[config.mk]
export PLATFORM = sky130hd
export DESIGN_NAME = div32_seq
export DESIGN_NICKNAME = d
export VERILOG_FILES = /design/src/rtl/div32_seq_pkg.sv /design/src/rtl/div32_seq_div_sub_step.sv /design/src/rtl/div32_seq.sv
export SDC_FILE = /design/constraint.sdc
export NUM_CORES = 1
export LEC_CHECK = 0
export CORE_MARGIN = 2
export CORE_UTILIZATION = 24
export CTS_BUF_LIST = sky130_fd_sc_hd__clkbuf_8
export DETAILED_ROUTE_END_ITERATION = 10
export DONT_BUFFER_PORTS = 1
export GPL_ROUTABILITY_DRIVEN = 0
export HOLD_SLACK_MARGIN = 0.05
export PLACE_DENSITY_LB_ADDON = 0.25
export SLEW_MARGIN = 25
export SYNTH_ARGS = -nofsm -noshare
export SYNTH_HDL_FRONTEND = slang
export SYNTH_HIERARCHICAL = 1
export SYNTH_SLANG_ARGS = --single-unit
[constraint.sdc]
create_clock -name clk -period 6.11 [get_ports clk]
set_input_delay 0.3055 -clock clk [delete_from_list [all_inputs] [get_ports clk]]
set_output_delay 0.3055 -clock clk [all_outputs]
set_load 0.02 [all_outputs]
[src/rtl/div32_seq_pkg.sv]
// Shared definitions for the div32_seq iterative divider: default width, FSM encoding,
// and the 4-bit carry-lookahead adder slice used by the trial subtractor.
package div32_seq_pkg;

  localparam int DIV_WIDTH_DEF = 32;

  typedef enum logic [1:0] {
    IDLE = 2'd0,
    CALC = 2'd1,
    DONE = 2'd2
  } div_state_t;

  // Returns {carry_out, sum[3:0]} with all carries computed in lookahead form.
  function automatic logic [4:0] cla4(input logic [3:0] a, input logic [3:0] b, input logic ci);
    logic [3:0] g;
    logic [3:0] p;
    logic [4:0] c;
    g = a & b;
    p = a ^ b;
    c[0] = ci;
    c[1] = g[0] | (p[0] & ci);
    c[2] = g[1] | (p[1] & g[0]) | (p[1] & p[0] & ci);
    c[3] = g[2] | (p[2] & g[1]) | (p[2] & p[1] & g[0]) | (p[2] & p[1] & p[0] & ci);
    c[4] = g[3] | (p[3] & g[2]) | (p[3] & p[2] & g[1]) | (p[3] & p[2] & p[1] & g[0])
         | (p[3] & p[2] & p[1] & p[0] & ci);
    return {c[4], p ^ c[3:0]};
  endfunction

endpackage

[src/rtl/div32_seq_div_sub_step.sv]
// Combinational trial subtract a_i - b_i for one restoring-division step, built from
// cla4 slices (b inverted, carry-in 1). borrow_o = 1 when a_i < b_i.
module div32_seq_div_sub_step
  import div32_seq_pkg::*;
#(
  parameter int WIDTH = DIV_WIDTH_DEF
) (
  input  logic [WIDTH-1:0] a_i,
  input  logic [WIDTH-1:0] b_i,
  output logic [WIDTH-1:0] diff_o,
  output logic             borrow_o
);

  localparam int NCH = (WIDTH + 4) / 4;
  localparam int PW  = NCH * 4;

  logic [PW-1:0] a_ext;
  logic [PW-1:0] nb_ext;
  logic [PW-1:0] sum;
  logic          cy;

  assign a_ext  = PW'(a_i);
  assign nb_ext = ~PW'(b_i);

  always_comb begin
    sum = '0;
    cy  = 1'b1;
    for (int k = 0; k < NCH; k++) begin
      {cy, sum[4*k +: 4]} = cla4(a_ext[4*k +: 4], nb_ext[4*k +: 4], cy);
    end
  end

  // Every bit from WIDTH upward is a copy of the sign; the final carry is its complement.
  assign diff_o   = sum[WIDTH-1:0];
  assign borrow_o = ~cy & (&sum[PW-1:WIDTH]);

endmodule

[src/rtl/div32_seq.sv]
// Iterative restoring divider, one quotient bit per cycle. Define DIV_SIGNED_EN to honour
// is_signed (truncating signed division); otherwise every operation is unsigned.
module div32_seq
  import div32_seq_pkg::*;
#(
  parameter int WIDTH = DIV_WIDTH_DEF
) (
  input  logic             clk,
  input  logic             reset,
  input  logic             start,
  input  logic             is_signed,
  input  logic [WIDTH-1:0] dividend,
  input  logic [WIDTH-1:0] divisor,
  output logic             busy,
  output logic             done,
  output logic [WIDTH-1:0] quotient,
  output logic [WIDTH-1:0] remainder,
  output logic             div_by_zero
);

  localparam int              CNT_W    = $clog2(WIDTH);
  localparam logic [CNT_W-1:0] CNT_LAST = CNT_W'(WIDTH - 1);

  div_state_t       state_q, state_d;
  logic [WIDTH-1:0] dvd_q, dvd_d, rem_q, rem_d, dsr_q, dsr_d;
  logic [WIDTH-1:0] quo_q, quo_d, rmd_q, rmd_d;
  logic [CNT_W-1:0] cnt_q, cnt_d;
  logic             dbz_q, dbz_d;
  logic             accept, last, dsr_zero, borrow, take;
  logic [WIDTH-1:0] trial_a, diff, q_step, r_step;
  logic [WIDTH-1:0] mag_dvd, mag_dsr, fin_q, fin_r;

  assign accept   = start && (state_q == IDLE);
  assign last     = (cnt_q == CNT_LAST);
  assign dsr_zero = (divisor == '0);

  // Partial remainder is shifted left with the next dividend bit before the trial subtract.
  assign trial_a = {rem_q[WIDTH-2:0], dvd_q[WIDTH-1]};

  div32_seq_div_sub_step #(.WIDTH(WIDTH)) u_sub (
    .a_i      (trial_a),
    .b_i      (dsr_q),
    .diff_o   (diff),
    .borrow_o (borrow)
  );

  // A set remainder MSB means the shifted value exceeds 2^WIDTH, so it always subtracts.
  assign take   = ~borrow | rem_q[WIDTH-1];
  assign r_step = take ? diff : trial_a;
  assign q_step = {dvd_q[WIDTH-2:0], take};

`ifdef DIV_SIGNED_EN
  logic dvd_neg, dsr_neg, negq_q, negr_q;

  function automatic logic [WIDTH-1:0] neg_if(input logic [WIDTH-1:0] v, input logic n);
    return n ? (~v + WIDTH'(1)) : v;
  endfunction

  assign dvd_neg = is_signed & dividend[WIDTH-1];
  assign dsr_neg = is_signed & divisor[WIDTH-1];
  assign mag_dvd = neg_if(dividend, dvd_neg);
  assign mag_dsr = neg_if(divisor, dsr_neg);
  assign fin_q   = neg_if(q_step, negq_q);
  assign fin_r   = neg_if(r_step, negr_q);

  always_ff @(posedge clk or posedge reset) begin
    if (reset) begin
      negq_q <= 1'b0;
      negr_q <= 1'b0;
    end else if (accept) begin
      negq_q <= dvd_neg ^ dsr_neg;
      negr_q <= dvd_neg;
    end
  end
`else
  logic is_signed_unused;
  assign is_signed_unused = is_signed;
  assign mag_dvd = dividend;
  assign mag_dsr = divisor;
  assign fin_q   = q_step;
  assign fin_r   = r_step;
`endif

  always_ff @(posedge clk or posedge reset) begin
    if (reset) state_q <= IDLE;
    else       state_q <= state_d;
  end

  always_comb begin
    state_d = state_q;
    unique case (state_q)
      IDLE:    if (start) state_d = dsr_zero ? DONE : CALC;
      CALC:    if (last) state_d = DONE;
      DONE:    state_d = IDLE;
      default: state_d = IDLE;
    endcase
  end

  always_comb begin
    busy = (state_q != IDLE);
    done = (state_q == DONE);
  end

  always_comb begin
    dvd_d = dvd_q;
    rem_d = rem_q;
    dsr_d = dsr_q;
    cnt_d = cnt_q;
    quo_d = quo_q;
    rmd_d = rmd_q;
    dbz_d = dbz_q;
    if (accept) begin
      dvd_d = mag_dvd;
      dsr_d = mag_dsr;
      rem_d = '0;
      cnt_d = '0;
      dbz_d = dsr_zero;
      if (dsr_zero) begin
        quo_d = '1;
        rmd_d = dividend;
      end
    end else if (state_q == CALC) begin
      dvd_d = q_step;
      rem_d = r_step;
      if (last) begin
        quo_d = fin_q;
        rmd_d = fin_r;
      end else begin
        cnt_d = cnt_q + CNT_W'(1);
      end
    end
  end

  always_ff @(posedge clk or posedge reset) begin
    if (reset) begin
      dvd_q <= '0;
      rem_q <= '0;
      dsr_q <= '0;
      cnt_q <= '0;
      quo_q <= '0;
      rmd_q <= '0;
      dbz_q <= 1'b0;
    end else begin
      dvd_q <= dvd_d;
      rem_q <= rem_d;
      dsr_q <= dsr_d;
      cnt_q <= cnt_d;
      quo_q <= quo_d;
      rmd_q <= rmd_d;
      dbz_q <= dbz_d;
    end
  end

  assign quotient    = quo_q;
  assign remainder   = rmd_q;
  assign div_by_zero = dbz_q;

endmodule

Word-level counts from Yosys, hierarchy flattened
Index checks and enable logic that the tools add are counted.
Operators by class
  add/subtract/negate cells: 1
  equality and inequality tests: 7
  muxes and demuxes: 20
  bitwise gates (word level): 244
  reductions and logical operators: 10
Operators with widths (number)
  32-bit 2-to-1 mux: 13
  1-bit AND: 135
  1-bit bitwise OR: 81
  4-bit XOR: 17
  32-bit NOT with 36-bit output: 1
  4-bit AND: 8
  32-bit logical NOT: 1
  5-bit 2-to-1 mux: 3
  2-bit 2-to-1 mux: 3
  2-bit != test (second input constant): 3
  2-bit nonzero test: 3
  5-bit by 1-bit adder with 5-bit output (second input constant): 1
  5-bit == test (second input constant): 1
  2-bit one-hot mux with 2 select lines: 1
  2-bit AND reduction: 2
  4-bit AND reduction: 1
  3-bit AND reduction: 1
  2-bit by 1-bit == test with 1-bit output (second input constant): 1
  2-bit == test (second input constant): 1
  2-bit logical NOT: 1
  2-bit by 1-bit != test with 1-bit output (second input constant): 1
  1-bit NOT: 2
  1-bit logical AND: 1
Word-level totals
  flip-flop bits (word level): 168
  input port bits: 68

Logic depth before layout (Yosys ltp)
Gate-level depths: netlist (run 1).
  depth after elaboration: 31
  gate-level depth with buffers: 16

Cells and area by module
The synthesis (run 1) kept the hierarchy.
By module, submodules not included
  div32_seq: times used 1, cells an instance 640, area each 6932.9 um^2
  div32_seq_div_sub_step: times used 1, cells an instance 207, area each 1506.4 um^2

Least setup slack after synthesis (run 1)
No wires, ideal clock.
  path kind: reg-to-reg
  start: register rem_q[9]
  end: register rmd_q[10] (netlist: remainder[10])
  setup time: 126 ps
  arrival time: 3030 ps
  setup slack: 2954 ps
  cell stages (with the launch flop): 16
  buffers on the path: 2
  period minus slack after synthesis: 3156 ps
  path through: dfrtp_1 > ha_1 > nand4_2 > a31oi_2 > nor3_2 > a211oi_2 > o21ai_2 > nand2_1 > a211o_1 > a21oi_2 > nand2b_1 > clkbuf_1 > buf_2 > mux2i_1 > nor2_1 > a221o_1
Between the ends
  longest elaborated chain between the ends: 26
  elaborated cells on any way between the ends: 38
  classes of those cells: mux (4); bitwise (33); reduce/logical (1)
Ends and longest elaborated chain
  from (decl): line div32_seq.sv:25  | logic [WIDTH-1:0] dvd_q, dvd_d, rem_q, rem_d, dsr_q, dsr_d;
  from (signal assigned): line div32_seq.sv:145  | rem_q <= rem_d;
  4-bit AND / 4-bit XOR (equally long branches): line div32_seq_pkg.sv:18, div32_seq_pkg.sv:19
  1-bit AND, on equally long branches: line div32_seq_pkg.sv:24, div32_seq_pkg.sv:25
  1-bit bitwise OR, or another cell as far along (2 in a row): line div32_seq_pkg.sv:24  | c[4] = g[3] | (p[3] & g[2]) | (p[3] & p[2] & g[1]) | (p[3] & p[2] & p[1] & g[0])
  1-bit bitwise OR / 1-bit AND (equally long branches): line div32_seq_pkg.sv:24, div32_seq_pkg.sv:25
  1-bit bitwise OR (*): line div32_seq_pkg.sv:25  | | (p[3] & p[2] & p[1] & p[0] & ci);
  1-bit AND (*): line div32_seq_pkg.sv:25
  1-bit bitwise OR (*): line div32_seq_pkg.sv:25
  1-bit AND (*): line div32_seq_pkg.sv:25
  (+10 left out)
  1-bit AND (*): line div32_seq_div_sub_step.sv:35  | assign borrow_o = ~cy & (&sum[PW-1:WIDTH]);
  via borrow: line div32_seq.sv:29  | logic accept, last, dsr_zero, borrow, take;
  1-bit NOT (*): line div32_seq.sv:48  | assign take = ~borrow | rem_q[WIDTH-1];
  1-bit bitwise OR (*): line div32_seq.sv:48
  32-bit 2-to-1 mux (*): line div32_seq.sv:49  | assign r_step = take ? diff : trial_a;
  32-bit 2-to-1 mux (*): line div32_seq.sv:125  | if (last) begin
  32-bit 2-to-1 mux (*): line div32_seq.sv:122  | end else if (state_q == CALC) begin
  32-bit 2-to-1 mux (*): line div32_seq.sv:112  | if (accept) begin
  to (signal assigned): line div32_seq.sv:149  | rmd_q <= rmd_d;
  to (decl): line div32_seq.sv:26  | logic [WIDTH-1:0] quo_q, quo_d, rmd_q, rmd_d;
The timed path passes the listed nets; every way through them passes the cells marked *. The select of a mux whose other input is x is not followed.
A chain may end at the register's enable or synchronous reset.

Final worst setup path (run 1)
  start: register rem_q[10]
  end: register rmd_q[3] (netlist: remainder[3])
Between the ends
  longest elaborated chain between the ends: 26
  elaborated cells on any way between the ends: 37
  classes of those cells: mux (4); bitwise (32); reduce/logical (1)
Ends and longest elaborated chain
  4-bit XOR: line div32_seq_pkg.sv:19  | p = a ^ b;
  1-bit AND, on equally long branches: line div32_seq_pkg.sv:24, div32_seq_pkg.sv:25
  1-bit bitwise OR, or another cell as far along (2 in a row): line div32_seq_pkg.sv:24
  1-bit bitwise OR / 1-bit AND (equally long branches): line div32_seq_pkg.sv:24, div32_seq_pkg.sv:25
  1-bit bitwise OR (*): line div32_seq_pkg.sv:25
  1-bit AND (*): line div32_seq_pkg.sv:25
  1-bit bitwise OR (*): line div32_seq_pkg.sv:25
  1-bit AND (*): line div32_seq_pkg.sv:25
  (+10 left out)
  1-bit AND (*): line div32_seq_div_sub_step.sv:35
  via borrow: line div32_seq.sv:29
  1-bit NOT (*): line div32_seq.sv:48
  1-bit bitwise OR (*): line div32_seq.sv:48
  32-bit 2-to-1 mux (*): line div32_seq.sv:49
  32-bit 2-to-1 mux (*): line div32_seq.sv:125
  32-bit 2-to-1 mux (*): line div32_seq.sv:122
  32-bit 2-to-1 mux (*): line div32_seq.sv:112
Marked as above.

==> results of run 1 <==
-- final timing paths --
| check | from | end | slack (ps) | cells after the start |
|---|---|---|---|---|
| setup / recovery | rem_q[10] | remainder[3] | 2240 | 14 |
| hold / removal | start | dsr_q[1] | 170 | 3 |
| setup reg to reg | rem_q[10] | remainder[3] | 2240 | 14 |
| hold reg to reg | dsr_q[14] | dsr_q[14] | 480 | 2 |
| max in group asynchronous | reset | rem_q[20] | 4540 | 3 |
| min in group asynchronous | reset | quotient[5] | 360 | 2 |
-- area by class of cell --
cell class | instances | share of cell area, %
inverters | 61 | 2.35
repair buffers | 75 | 7.41
flip-flops and latches | 168 | 42.2
clock buffers | 17 | 2.35
multi-input cells | 570 | 38.2
clock inverters | 15 | 1.76
well taps | 455 | 5.71
-- flip-flops by register name, indices dropped and copies added, names as in the netlist --
| name | cells |
|---|---|
| cnt_q | 5 |
| div_by_zero | 1 |
| dsr_q | 32 |
| dvd_q | 32 |
| quotient | 32 |
| rem_q | 32 |
| remainder | 32 |
| state_q | 2 |
-- synth_stat cells (2+ instances only) --
library cell and number:
nor2_1 75, a21oi_2 3, inv_1 60, a21o_1 4
fa_1 7, buf_2 8, nand4_1 5, buf_4 3
nor2b_1 3, clkbuf_1 29, dfrtp_1 168, and3_1 2
nor3_2 2, nor4_1 8, nand2_1 178, a22oi_1 31
a221o_1 32, o22a_1 32, nor3b_1 2, a21oi_1 17
nor3_1 2, mux2i_1 33, o21ai_1 4, xnor2_1 18
a211oi_1 32, buf_6 3, a41oi_1 2, nand3_1 6
o21ai_0 5, nand2b_1 3, ha_1 35, buf_1 5
a22o_1 2, o21bai_1 4, xor2_1 6
-- routing by layer --
| metal | wire (um) | vias up |
|---|---|---|
| li1 | - | 3042 |
| met1 | 10700 | 3179 |
| met2 | 12300 | 139 |
| met3 | 1230 | 22 |
| met4 | 364 | 0 |
| met5 | 0 | - |
-- cell families after synthesis --
| logic type | after synthesis | synth area share, % |
|---|---|---|
| simple gates | 287 | 13.8 |
| compound gates | 183 | 17.6 |
| flops | 168 | 49.8 |
| buf+inv | 109 | 5.37 |
| fa+ha+maj | 42 | 6.85 |
| mux | 34 | 4.05 |
| xor+xnor | 24 | 2.49 |
-- power breakdown --
group          leakage [nW]  internal [mW]  total (mW)  switching [mW]
Sequential             2.11           1.68        2.36           0.679
Combinational          2.42           1.51        3.37            1.86
Clock                 0.199          0.379       0.868           0.489
Total                  4.73           3.58        6.60            3.02
-- per-stage QoR --
stage | worst slack, ps | cells | hold slack [ps]
4_1_cts | 2250 | 1361 | 131
3_3_place_gp | 2330 | 1264 | 248
6_report | 2240 | 1361 | 171
2_1_floorplan | 1260 | 847 | 411
3_5_place_dp | 2290 | 1264 | 250
5_1_grt | 1940 | 1361 | 173
-- worst min-delay path: stages --
cell	delay, ps
nor3b_2	200
nand2_1	80
nand2_1	40
-- timing repair --
action	CTS	global route
buffers inserted	0	0
hold endpoints to repair	146	0
hold buffers	65	0
endpoints found under the setup margin	0	0
-- layout by cell type, fill, tap and decap left out, types with 8 or more instances in the layout --
cell type	instances
nand2_1	177
dfrtp_1	168
nor2_1	74
dlygate4sd3_1	65
inv_1	59
ha_1	35
mux2i_1	33
o22a_1	32
a211oi_1	32
a221o_1	32
a22oi_1	31
xnor2_1	18
clkbuf_8	17
a21oi_1	17
inv_6	9
buf_4	9
nor4_1	8
==> impl_metrics.ini, run 1 <==
[die]
core_um2 = 34600
start_util_pct = 24.4
die_w_um = 192
dieArea_um2 = 36700
rows = 68
die_height_um = 192
ios = 135

[global_routing]
track_usage_pct = 13.8
grt_overflow = 0
busiest_layer = met2
use_met2_pct = 23.2
grt_pass1_wl_mm = 38.8
grt_util_met1_pct = 17.5
grt_use_met3_pct = 3.62
antenna_found_initial = 0
grt_pass1_vias = 6722
grt_max_degree = 95

[timing]
fin_skew_ps = 21.2
finalSetupViolCount = 0
min_period_over_period_pct = 63.3
tns_ps = 0
hold_viol_final = 0
final.min_clock_period_ps = 3870
slew_viol_final = 0
worstMarginPinSlew_ps = 824
rsz0062_at_grt = false
maxSlewHeadroom_pct = 45.1
fmax_mhz = 259

[layout]
regArea_um2 = 4200
area_delta_synth_final_pct = 18.1
fin_area_um2 = 9960
multi_input_area_um2 = 3810
layout.nets = 1003
antenna_cells = 0
post-route-util_pct = 28.8
layout-drive-gt1-share_pct = 7.17
nFillCells = 3676

[synth]
ys_warn_count = 6
synth_area_leader_cell = dfrtp_1
synth_nets = 957
synth_top_area_share_pct = 49.8
ys_ff_latch = 168
synth-async-reset-ratio_pct = 100
syn_area_per_cell_um2 = 9.96
synth_flop_cell = dfrtp_1
seq_area_frac_synth_pct = 49.8
synthTopCellsByArea = dfrtp_1 50%, nand2_1 7.9%, ha_1 5.2%
syn_area_um2 = 8440
synthCells = 847
synth_cell_types = 53
synth_edf_count = 0

[worst_setup_path]
crit_family = compound AO/OA/AOI/OAI gates
required_ps = 6470
crit_arrival_ps = 4230
cp_cell_sequence = ha_1 -> nand4_2 -> a31oi_2 -> nor3_2 -> a211oi_2 -> o21ai_2 -> nand2_1 -> a211o_1 -> a21oi_2 -> nand2b_2 -> buf_4 -> mux2i_1 -> nor2_1 -> a221o_1
critical_path.max_stage_delay_ps = 500
criticalPathCategory = reg -> reg
cp-end-kind = flip-flop
path_buf_inv = 1
cp_max_fo = 30
cpMaxStageDelayCell = buf_4
cp-start-kind = flip-flop

[placed_design]
hpwl_mm = 16.4
port_buffers = 0
placed_area_um2 = 8900

[route]
drc = 0
num_vias = 6382
drt_wl_total_mm = 24.6
first_pass_iters = 4
vias_per_cell = 4.69
wl_per_cell_um = 18.1
first_iter_violations = 260
ant_nets = 0

[clocking]
worstSkewPairLatency_ps = 490
path_clk_slew_ps = 110
cts_buffers = 17
h-tree-depth = 4
cts-resized-gates = 0
cts_tree = built
cts.sinks = 168
clk_path_buf_depth = 2
root_buffer = clkbuf_8

[outcome]
status = completed

[job]
drv_cap = 0

[worst_hold_path]
hold_class = in -> reg

[power]
power.total_mw = 6.60
ir_drop_uv = 392
power.leakage_nw = 4.73
powerDensity_nw_per_um2 = 662
No activity file was read; power rests on OpenSTA's default activity.
==> inputs of run 2 (changes only) <==
==> constraint.sdc (replaced) <==
create_clock -name clk -period 3.8 [get_ports clk]
set_input_delay 0.19 -clock clk [delete_from_list [all_inputs] [get_ports clk]]
set_output_delay 0.19 -clock clk [all_outputs]
set_load 0.02 [all_outputs]
==> impl_metrics.ini, run 2 (synthesis gave the netlist of run 1 again) <==
[clocking]
post_cts_buffers = 0
cts_buffers = 17
cts.sinks = 168
cts_tree = built
cts-resized-gates = 0
path_clk_slew_ps = 90
root_buffer = clkbuf_8
h-tree-depth = 4
clk_path_buf_depth = 2
worstSkewPairLatency_ps = 470

[power]
power.leakage_nw = 4.76
powerDensity_nw_per_um2 = 1060
ir_drop_uv = 534

[timing]
maxSlewHeadroom_pct = 42.8
final.min_clock_period_ps = 3450
slew_viol_final = 0
hold_viol_final = 0
worstMarginPinSlew_ps = 859
min_period_over_period_pct = 90.8
fmax_mhz = 290
tns_ps = 0
hold_slack_ps = 150
finalSetupViolCount = 0
fin_skew_ps = 14.6
rsz0062_at_grt = false

[layout]
nFillCells = 3670
post-route-util_pct = 28.9
area_delta_synth_final_pct = 18.4
final_common_cell = nand2_1
layout-drive-gt1-share_pct = 7.35
layout.nets = 1011
layout_common_cells = 177 x nand2_1, 168 x dfrtp_1, 74 x nor2_1

[global_routing]
grt_pass1_wl_mm = 38.6
track_usage_pct = 13.7
antenna_found_initial = 1
grt_max_degree = 79
grt_overflow = 0
grt_pass1_vias = 6554

[job]
drv_cap = 0

[route]
dr.max_layer_used = met4
ant_nets = 0
m1WireLength_mm = 10.7
dr_wl_met3_mm = 1.36
drc = 0
vias_per_cell = 4.70
wl_met2_mm = 12.2
num_vias = 6426
first_pass_iters = 5
drt_wl_total_mm = 24.6
wl_per_cell_um = 18.0
first_iter_violations = 286

[die]
die_w_um = 192
die_height_um = 192
dieArea_um2 = 36700
ios = 135
rows = 68
start_util_pct = 24.4
core_um2 = 34600

[worst_setup_path]
criticalPathCategory = reg -> reg
required_ps = 4150
crit_arrival_ps = 3800
cp-end-kind = flip-flop
cp_max_fo = 8
cp-start-kind = flip-flop

[placed_design]
hpwl_mm = 17.0
port_buffers = 0

[worst_hold_path]
hold_class = in -> reg

[outcome]
status = completed
==> run 2: cell count changes in the layout (fill, tap and decap cells not counted) <==
cell / delta
buf_12: +2
buf_4: +6
clkinv_2: +3
clkinvlp_4: +2
diode_2: +1
inv_1: +3
inv_6: -9
inv_8: -2
==> run 2: layout make-up <==
| cell class | instances | area [um2] | area share (%) |
|---|---|---|---|
| Timing Repair Buffer | 83 | 823 | 8.24 |
| Antenna cell | 1 | 2.50 | 0.0250 |
| Sequential cell | 168 | 4200 | 42.1 |
| Clock inverter | 12 | 116 | 1.16 |
| Inverter | 61 | 233 | 2.33 |
| Tap cell | 455 | 569 | 5.70 |
| Multi-Input combinational cell | 570 | 3810 | 38.1 |
| Clock buffer | 17 | 234 | 2.34 |
==> run 2: per-layer routing <==
layer  up-vias  GRT usage [%]
li1       3046              -
met1      3205           17.3
met2       154           23.1
met3        21           3.60
met4         0           3.76
met5         -              0
==> run 2: where the power goes <==
group	total [mW]	switching (mW)	leakage [nW]	internal (mW)
logic	5.53	3.00	2.47	2.53
clock network	1.23	0.669	0.179	0.561
registers	3.81	1.10	2.11	2.71
total	10.6	4.77	4.76	5.80
==> run 2: critical path, stage by stage, from the launching register on <==
cell	delay, ps
dfrtp_1	400
ha_1	340
o21a_1	220
a2bb2oi_2	160
a22oi_2	300
a211oi_2	170
o21ai_2	160
nand2_1	120
a211o_1	320
a21oi_2	160
nand2b_2	90
buf_4	200
mux2i_1	230
nor2_1	150
a221o_1	310
==> run 2: path summary, 6_finish.rpt <==
path | from | endpoint | slack [ps] | cells after the start
worst max-delay path | rem_q[1] | remainder[31] | 350 | 14
worst min-delay path | divisor[15] | state_q[0] | 150 | 4
worst max register to register | rem_q[1] | remainder[31] | 350 | 14
worst min register to register | dsr_q[23] | dsr_q[23] | 480 | 2
max in group asynchronous | reset | quotient[26] | 2610 | 3
min in group asynchronous | reset | dvd_q[30] | 270 | 2
==> run 2: repair_timing <==
action                                  in CTS  in global routing
hold buffers                                65                  0
endpoints found under the hold margin      117                  0
endpoints found under the setup margin       0                  0
==> run 2: per-stage QoR <==
stage	std cells	setup slack [ps]	area (um2)	total power, mW
floorplan	847	644	8440	8.00
global placement	1272	378	8990	9.29
detailed placement	1272	371	8990	9.39
CTS	1366	340	9990	10.8
global route	1367	159	9990	11.6
finish	1367	351	9990	10.6
